## src/rtl/pwm_pkg.sv

```systemverilog
// Shared types and constants for the PWM configuration scheduler.
package pwm_pkg;

  localparam int unsigned PWM_NCHAN = 2;
  localparam int unsigned PWM_CFG_W = 40;

  typedef struct packed {
    logic [15:0] high;
    logic [15:0] top;
    logic [7:0]  div;
  } pwm_cfg_t;

  typedef enum logic {
    IDLE    = 1'b0,
    PENDING = 1'b1
  } cfg_state_t;

  // A stopped channel (div == 0) ignores high/top; otherwise high may reach top+1 (100% duty).
  function automatic logic cfg_ok(pwm_cfg_t c);
    return (c.div == '0) ||
           ((c.top != '0) && ({1'b0, c.high} <= ({1'b0, c.top} + 17'd1)));
  endfunction

endpackage

```

## src/rtl/pwm_cfg_slot.sv

```systemverilog
// One channel: shadow register, live setting, commit FSM and watchdog counter.
module pwm_cfg_slot
  import pwm_pkg::*;
#(
  parameter int unsigned TIMEOUT = 65536,
  parameter int unsigned TW      = 17
) (
  input  logic     clock,
  input  logic     reset,
  input  logic     load,
  input  pwm_cfg_t cfg,
  input  logic     period_end,
  output pwm_cfg_t live,
  output logic     pending,
  output logic     commit,
  output logic     late_commit
);

  cfg_state_t    state;
  pwm_cfg_t      shadow;
  logic [TW-1:0] wait_cnt;

  always_ff @(posedge clock) begin
    if (reset) begin
      state       <= IDLE;
      shadow      <= '0;
      live        <= '0;
      wait_cnt    <= '0;
      commit      <= 1'b0;
      late_commit <= 1'b0;
    end else begin
      commit      <= 1'b0;
      late_commit <= 1'b0;
      case (state)
        IDLE: begin
          if (load) begin
            shadow   <= cfg;
            state    <= PENDING;
            wait_cnt <= '0;
          end
        end
        PENDING: begin
          if ((live.div == '0) || period_end) begin
            live   <= shadow;
            state  <= IDLE;
            commit <= 1'b1;
          end else if (wait_cnt == TW'(TIMEOUT - 1)) begin
            live        <= shadow;
            state       <= IDLE;
            commit      <= 1'b1;
            late_commit <= 1'b1;
          end else begin
            wait_cnt <= wait_cnt + 1'b1;
          end
        end
        default: state <= IDLE;
      endcase
    end
  end

  assign pending = (state == PENDING);

endmodule

```

## src/rtl/pwm_cfg_sched.sv

```systemverilog
// Schedules (high, top, div) updates into per-channel shadows, committing at period boundaries.
module pwm_cfg_sched
  import pwm_pkg::*;
#(
  parameter int unsigned NCHAN   = PWM_NCHAN,
  parameter int unsigned TIMEOUT = 65536,
  parameter int unsigned TW      = 17,
  localparam int unsigned CW     = (NCHAN > 1) ? $clog2(NCHAN) : 1
) (
  input  logic                clock,
  input  logic                reset,
  input  logic                req_valid,
  output logic                req_ready,
  input  logic [CW-1:0]       req_chan,
  input  logic [15:0]         req_high,
  input  logic [15:0]         req_top,
  input  logic [7:0]          req_div,
  output logic                req_err,
  input  logic [NCHAN-1:0]    period_end,
  output logic [16*NCHAN-1:0] act_high,
  output logic [16*NCHAN-1:0] act_top,
  output logic [8*NCHAN-1:0]  act_div,
  output logic [NCHAN-1:0]    pending,
  output logic [NCHAN-1:0]    commit,
  output logic [NCHAN-1:0]    late_commit
);

  pwm_cfg_t req_cfg;
  pwm_cfg_t live [NCHAN];
  logic     xfer;
  logic     ok;

  assign req_cfg   = '{high: req_high, top: req_top, div: req_div};
  assign req_ready = !reset && !pending[req_chan];
  assign xfer      = req_valid && req_ready;
  assign ok        = cfg_ok(req_cfg);

  // A rejected request still completes the handshake; only the error pulse records it.
  always_ff @(posedge clock) begin
    if (reset) req_err <= 1'b0;
    else       req_err <= xfer && !ok;
  end

  for (genvar c = 0; c < NCHAN; c++) begin : g_slot
    pwm_cfg_slot #(
      .TIMEOUT(TIMEOUT),
      .TW     (TW)
    ) u_slot (
      .clock      (clock),
      .reset      (reset),
      .load       (xfer && ok && (req_chan == CW'(c))),
      .cfg        (req_cfg),
      .period_end (period_end[c]),
      .live       (live[c]),
      .pending    (pending[c]),
      .commit     (commit[c]),
      .late_commit(late_commit[c])
    );
    assign act_high[16*c +: 16] = live[c].high;
    assign act_top[16*c +: 16]  = live[c].top;
    assign act_div[8*c +: 8]    = live[c].div;
  end

endmodule
```

## config.mk

```make
export PLATFORM = sky130hd
export DESIGN_NAME = pwm_cfg_sched
export DESIGN_NICKNAME = d
export VERILOG_FILES = /design/src/rtl/pwm_pkg.sv /design/src/rtl/pwm_cfg_slot.sv /design/src/rtl/pwm_cfg_sched.sv
export SDC_FILE = /design/constraint.sdc
export NUM_CORES = 1
export LEC_CHECK = 0
export ABC_AREA = 1
export CAP_MARGIN = 20
export CORE_MARGIN = 4
export CORE_UTILIZATION = 35
export DETAILED_ROUTE_END_ITERATION = 6
export PLACE_DENSITY = 0.62
export SYNTH_ARGS = -nofsm -noshare
export SYNTH_HDL_FRONTEND = slang
export SYNTH_HIERARCHICAL = 1
export SYNTH_SLANG_ARGS = --single-unit
```

## constraint.sdc

```tcl
create_clock -name clock -period 6.5 [get_ports clock]
set_input_delay 1.3 -clock clock [delete_from_list [all_inputs] [get_ports clock]]
set_output_delay 1.3 -clock clock [all_outputs]
set_load 0.005 [all_outputs]
```

* Word-level counts from Yosys, hierarchy flattened
Cells that the tools add are included.
W data, S select, Z words.
** Word-level totals
- RAM bits :: 0
- Input bits :: 46
- Memories :: 0
- Register bits :: 201
- Bits in latches :: 0
- ROM bits :: 0
** Operators by class
- Muxes and demuxes :: 26
- Equal/unequal tests :: 8
- Div/mod/pow operators :: 0
- Multipliers :: 0
- Magnitude comparators :: 2
- Reductions and logical operators :: 29
- Bitwise logic cells :: 3
- $add $sub $neg :: 3
- Shift operators :: 0
** Operator list (number)
- $mux W40 :: 4
- $mux W17 :: 6
- $pmux W17 S2 :: 2
- $add A17 B1 Y17 const B :: 2
- $eq A17 B16 Y1 const B :: 2
- $logic_not A8 Y1 :: 3
- $add A16 B1 Y17 const B :: 1
- $le A16 B17 Y1 :: 1
- $reduce_bool A16 Y1 :: 1
- $mux W1 :: 12
- $ne A2 B2 Y1 const B :: 4
- $reduce_and A2 Y1 :: 4
- $logic_and A1 B1 Y1 :: 7
- $reduce_and A3 Y1 :: 2
- $reduce_or A3 Y1 :: 2
- $ne A2 B1 Y1 const B :: 2
- $pmux W1 S2 :: 2
- $reduce_bool A2 Y1 :: 2
- $reduce_or A2 Y1 :: 2
- $logic_not A1 Y1 :: 3
- $logic_or A1 B1 Y1 :: 3
- $not A1 Y1 :: 3
- $lt A1 B2 Y1 const B :: 1

* Logic depth before layout (Yosys ltp)
- Depth in word-level cells :: 9
- Gate-level depth with buffers :: 26

* Cells and area by module
Netlist, hierarchy kept.
** Modules (own cells, without submodules)
- pwm_cfg_slot :: cells an instance 553, area each 4052.6 um^2, instances 2
- pwm_cfg_sched :: cells an instance 155, area each 954.7 um^2, instances 1

* Least setup slack after synthesis
No wires, ideal clock.
- Kind :: input to register
- Start :: input req_top[3]
- End :: register g_slot[1].u_slot.wait_cnt[2]
- Data required time :: 6.434 ns
- Setup slack :: 2.715 ns
- Data arrival time :: 3.718 ns
- Stages on the path :: 21
- Cells stage by stage :: inv_2 nor4_4 nand4_2 nor3_2 xnor2_1 ha_1 nand2_1 nor2_1 nand3_1 nor3_1 nand4_1 nand2_1 nand2_1 nand2_2 nand2_2 nor2_1 nand2_2 o21ai_2 buf_2 nand3_1 a21oi_2
** Between the ends
- Longest elaborated chain between the ends :: 8
- Elaborated cells between the ends (all ways) :: 9
** RTL lines
- from (decl) :: RTL line pwm_cfg_sched.sv:16 : input logic [15:0] req_top,
- $add A16 B1 Y17 :: RTL line pwm_pkg.sv:21 : ((c.top != '0) && ({1'b0, c.high} <= ({1'b0, c.top} + 17'd1)));
- $le A16 B17 Y1 :: RTL line pwm_pkg.sv:21
- $logic_and A1 B1 Y1 (*) :: RTL line pwm_pkg.sv:21
- $logic_or A1 B1 Y1 (*) :: RTL line pwm_pkg.sv:20 : return (c.div == '0) ||
- $logic_and A1 B1 Y1 (*) (2 in series) :: RTL line pwm_cfg_sched.sv:51 : .load (xfer && ok && (req_chan == CW'(c))),
- $ne A2 B1 Y1 (no line) (*)
- $reduce_and A3 Y1 (no line) (*)
- to (signal assigned) :: RTL line pwm_cfg_slot.sv:53 : wait_cnt <= wait_cnt + 1'b1;
- to (decl) :: RTL line pwm_cfg_slot.sv:21 : logic [TW-1:0] wait_cnt;
Every way passes the cells marked *; elsewhere a longest branch is shown, timed or not.
A chain may end at the register's enable or synchronous reset.

* Final worst setup path
- Start :: input req_top[3]
- End :: register g_slot[1].u_slot.wait_cnt[11]
The elaborated chain is that of the path after synthesis.

==> impl_results.md <==
* Final setup skew at around 8.1 ps
* Nets at 1435
* Area of combinational cells with multiple inputs at 4405 um^2
* Post-synthesis compound-gate area fraction at 12.33%
* Synthesized netlist cell count at 1261
* Max Transition Viols Final at 0
* Launch instance of the worst min-delay path: g_slot[0].u_slot/wait_cnt[16]$_SDFFE_PP0P_
* Number of buffers inserted by post-CTS setup repair at 0
* Remaining max-slew budget at the tightest pin at 49.76%
* Weighted congestion at the end of routability-driven global placement at approximately 0.9
* Hold slack final at between 400 and 500 ps
* Count of input and output buffers at 133
* First-pass DRT Iterations at 5
* Post-Synthesis Cell Area at about 9000 um^2
* Slack of the worst reg-to-reg path at between 3000 and 4000 ps
* Final-layout setup total negative slack at 0 ps
* Main combinational cell family by area after synthesis: simple AND/OR/NAND/NOR gates
* Starting Density at ~36%
* Worst endpoint data arrival time at between 5000 and 6000 ps
* Post-CTS Hold Fix Bufs at 0
* Post-Place Cells at 1671
* Count of synthesis-stage warnings from yosys at 6
* Number of DRC markers in iteration 0 at around 540
* CTS Buffer Depth at 3
* Num CTS Buffers at 22
* Crit Path Class: primary input to flop
* Clock-pin slew of the registers on the worst-case setup and hold paths at approximately 60 ps
* Average via count per standard cell at 4.749
* Number of endpoints with negative hold slack in the final report at 0
* Vias in the first global route at just under 8000
* TritonCTS clock tree: done
* Run status: finished clean
* Depth of the worst register-to-register path at 14
* Slew of the pin with the lowest slew margin at 752.6 ps
* Total via count after detailed routing at 8130
* Max-cap violations at 0
* Unrepaired setup endpoints after global routing: no
* Resized cells post-CTS at 0
* Wire length per cell at 14.75 um
* Share of the synthesized netlist area taken by xor and xnor gates at 1.450%
* Start of the worst register-to-register path: g_slot[1].u_slot/wait_cnt[1]$_SDFFE_PP0P_
* Crit end category: flop
* GR Overflow Total at 0
* Hold-critical path depth at 2
* Hold endpoint: g_slot[0].u_slot/wait_cnt[16]$_SDFFE_PP0P_
* Post-detailed-route DRC marker count at 0
* Floorplan die width at 168.9 um
* Sinks on Clock Net at 201
* Required time of the critical path at 6940 ps
* Biggest fanout along the worst timing path at 42
* Global-route wire length before repair at 40630 um
* Core region area at 25330 um^2
* Final HPWL DP at 18300 um
* Total power at ~3 mW
* Cell at the root of the clock tree: sky130_fd_sc_hd__clkbuf_16
* Antenna violations before repair at 0
* Leak pwr at 4.228 nW
* Commonest non-fill, non-tap cells in the layout: sky130_fd_sc_hd__nor2_1, sky130_fd_sc_hd__dfxtp_1, sky130_fd_sc_hd__o21ai_0, sky130_fd_sc_hd__nand2_1, sky130_fd_sc_hd__clkdlybuf4s50_1
* Syn nets at 1331
* Worst ir drop on vdd at 139.1 uV
* Worst min-delay path category: flop to flop
* Post-synthesis register bit count at 201
* Part of the cycle the worst path needs at between 70 and 80%
* Area Overhead vs Synth at 24.62%
* I/O pin count at ~130
* Max Clock Freq at ~200 MHz
* Number of rows created at floorplan at 58
* Floorplan die area at 28520 um^2
* Floorplan die height at between 150 and 200 um
* Category of the worst setup path launch point: primary input
* Final wirelength at 25250 um
* Proportion of layout cells with a drive suffix above 1 at 8.907%
* Number of filler instances in the final layout at approximately 2600
* H-tree levels at 1
* Final setup violation count at 0
* Sequential Area at 4024 um^2
* Post-Synth Adder-Cell Area at 3.314%
* Final Critical Period at 5023 ps
* Mux contribution to synthesized area at 0%
* Power density over the cells at 260.6 nW/um^2
* Most frequent standard cell in the layout excluding fill and tap cells: sky130_fd_sc_hd__nor2_1
* Avg Inst Size Synth at 7.185 um^2
* Detail Route Antenna Nets at 0
* Non-filler cells in the finished layout at 1712
* Sequential-to-total area share from yosys stat at about 44%
* Simple logic cell fraction of the synthesized area at between 30% and 40%
* GRT Resource Usage Total at 17.29%
* Maximum number of pins on one net before global-route repair at 85
* Latest clock arrival within the worst-skew pair at between 500 and 600 ps
* Worst R2R End: g_slot[1].u_slot/live[27]$_SDFFE_PP0P_
* Distinct cells, synth at 34
logic make-up after synthesis:
group | after synthesis
xor gates and xnor gates | 15
AOI/OAI and AO/OA | 205
adders and majority gates | 24
and+or+nand+nor | 672
DFF | 201
buffers and inverters | 144
routing by layer:
layer	GRT usage, %	routed length [um]	up-vias	share of wire [%]
met5	1.565	60	-	0.24
met4	4.375	628	2	2.5
met3	3.480	1621	40	6.4
met2	28.41	11310	225	45
met1	23.21	11630	3640	46
li1	-	-	4223	-
worst max path at each step:
stage               start                                    endpoint  slack (ps)  cells after the start
3_3_place_gp   req_top[3]  g_slot[1].u_slot/wait_cnt[11]$_SDFFE_PP0P_        1100                     23
3_5_place_dp   req_top[3]  g_slot[1].u_slot/wait_cnt[11]$_SDFFE_PP0P_         980                     23
2_1_floorplan  req_top[3]   g_slot[1].u_slot/wait_cnt[2]$_SDFFE_PP0P_        2720                     21
5_1_grt        req_top[3]  g_slot[1].u_slot/wait_cnt[11]$_SDFFE_PP0P_        1010                     23
6_report       req_top[3]  g_slot[1].u_slot/wait_cnt[11]$_SDFFE_PP0P_        1480                     23
4_1_cts        req_top[3]  g_slot[1].u_slot/wait_cnt[11]$_SDFFE_PP0P_        1510                     23
flip-flops by register name, indices dropped and copies added, names as in the netlist:
signal                     count
g_slot.u_slot/commit           2
g_slot.u_slot/late_commit      2
g_slot.u_slot/live            80
g_slot.u_slot/pending          2
g_slot.u_slot/shadow          80
g_slot.u_slot/wait_cnt        34
req_err                        1
final cells by class:
cell class                      instances  area share [%]
Antenna cell                            1         0.02216
Sequential cell                       201           35.64
Clock buffer                           36           6.416
Clock inverter                          4          0.1995
Tap cell                              330           3.657
Multi-Input combinational cell        916           39.02
Inverter                               84           2.793
Timing Repair Buffer                  140           12.26
worst max-delay path, stage by stage:
cell and delay, ps:
sky130_fd_sc_hd__clkdlybuf4s50_1 650, sky130_fd_sc_hd__inv_2 130, sky130_fd_sc_hd__nor4_4 390, sky130_fd_sc_hd__nand4_2 200, sky130_fd_sc_hd__nor3_2 170, sky130_fd_sc_hd__xnor2_1 80
sky130_fd_sc_hd__ha_1 300, sky130_fd_sc_hd__nand2_1 50, sky130_fd_sc_hd__nor2_1 90, sky130_fd_sc_hd__nand3_1 70, sky130_fd_sc_hd__nor3_1 150, sky130_fd_sc_hd__nand4_1 100
sky130_fd_sc_hd__nand2_1 80, sky130_fd_sc_hd__nand2_1 70, sky130_fd_sc_hd__nand2_2 90, sky130_fd_sc_hd__nand2_2 50, sky130_fd_sc_hd__nor2_1 100, sky130_fd_sc_hd__nand2_2 370
sky130_fd_sc_hd__o21ai_2 410, sky130_fd_sc_hd__nand2_2 310, sky130_fd_sc_hd__nand2_1 120, sky130_fd_sc_hd__nand2_1 50, sky130_fd_sc_hd__nor2_1 110
synthesized netlist by cell type:
| cell type | instances | area [um^2] |
|---|---|---|
| sky130_fd_sc_hd__nand4_2 | 1 | 12.51 |
| sky130_fd_sc_hd__nor2_1 | 408 | 1531 |
| sky130_fd_sc_hd__xor2_1 | 10 | 87.58 |
| sky130_fd_sc_hd__o21bai_1 | 2 | 15.01 |
| sky130_fd_sc_hd__nand3b_1 | 2 | 15.01 |
| sky130_fd_sc_hd__inv_1 | 79 | 296.5 |
| sky130_fd_sc_hd__nor3b_1 | 2 | 15.01 |
| sky130_fd_sc_hd__a21oi_1 | 15 | 75.07 |
| sky130_fd_sc_hd__nor4_4 | 1 | 21.27 |
| sky130_fd_sc_hd__o21ai_0 | 167 | 835.8 |
| sky130_fd_sc_hd__nor2_4 | 3 | 33.78 |
| sky130_fd_sc_hd__nor3_2 | 2 | 20.02 |
| sky130_fd_sc_hd__nand4_1 | 16 | 100.1 |
| sky130_fd_sc_hd__nand2_4 | 3 | 33.78 |
| sky130_fd_sc_hd__nand3_1 | 40 | 200.2 |
| sky130_fd_sc_hd__o21ai_2 | 3 | 26.28 |
| sky130_fd_sc_hd__inv_2 | 5 | 18.77 |
| sky130_fd_sc_hd__nor3_1 | 9 | 45.04 |
| sky130_fd_sc_hd__nand2_1 | 136 | 510.5 |
| sky130_fd_sc_hd__o21ai_4 | 2 | 32.53 |
| sky130_fd_sc_hd__o21ai_1 | 2 | 10.01 |
| sky130_fd_sc_hd__clkbuf_1 | 24 | 90.09 |
| sky130_fd_sc_hd__buf_2 | 16 | 80.08 |
| sky130_fd_sc_hd__a21oi_2 | 14 | 122.6 |
| sky130_fd_sc_hd__xnor2_1 | 5 | 43.79 |
| sky130_fd_sc_hd__nand2_2 | 31 | 193.9 |
| sky130_fd_sc_hd__ha_1 | 24 | 300.3 |
| sky130_fd_sc_hd__nor4_1 | 4 | 25.02 |
| sky130_fd_sc_hd__buf_6 | 4 | 45.04 |
| sky130_fd_sc_hd__clkbuf_2 | 8 | 40.04 |
| sky130_fd_sc_hd__buf_4 | 8 | 60.06 |
| sky130_fd_sc_hd__nor2_2 | 11 | 68.82 |
| sky130_fd_sc_hd__nand3_2 | 3 | 30.03 |
| sky130_fd_sc_hd__dfxtp_1 | 201 | 4024 |
power by group:
group          total [mW]  internal [mW]  switching, mW
clock network        1.26          0.758          0.497
logic               0.365          0.155          0.210
registers            1.32           1.29         0.0337
through the flow:
stage	util, %	cell area (um^2)	setup slack [ps]
floorplan	-	9060	2715
global placement	41.62	10540	1104
detailed placement	41.62	10540	984.1
CTS	44.57	11290	1505
global route	44.57	11290	1012
finish	44.58	11290	1477
Power figures use the tool's default switching activity.
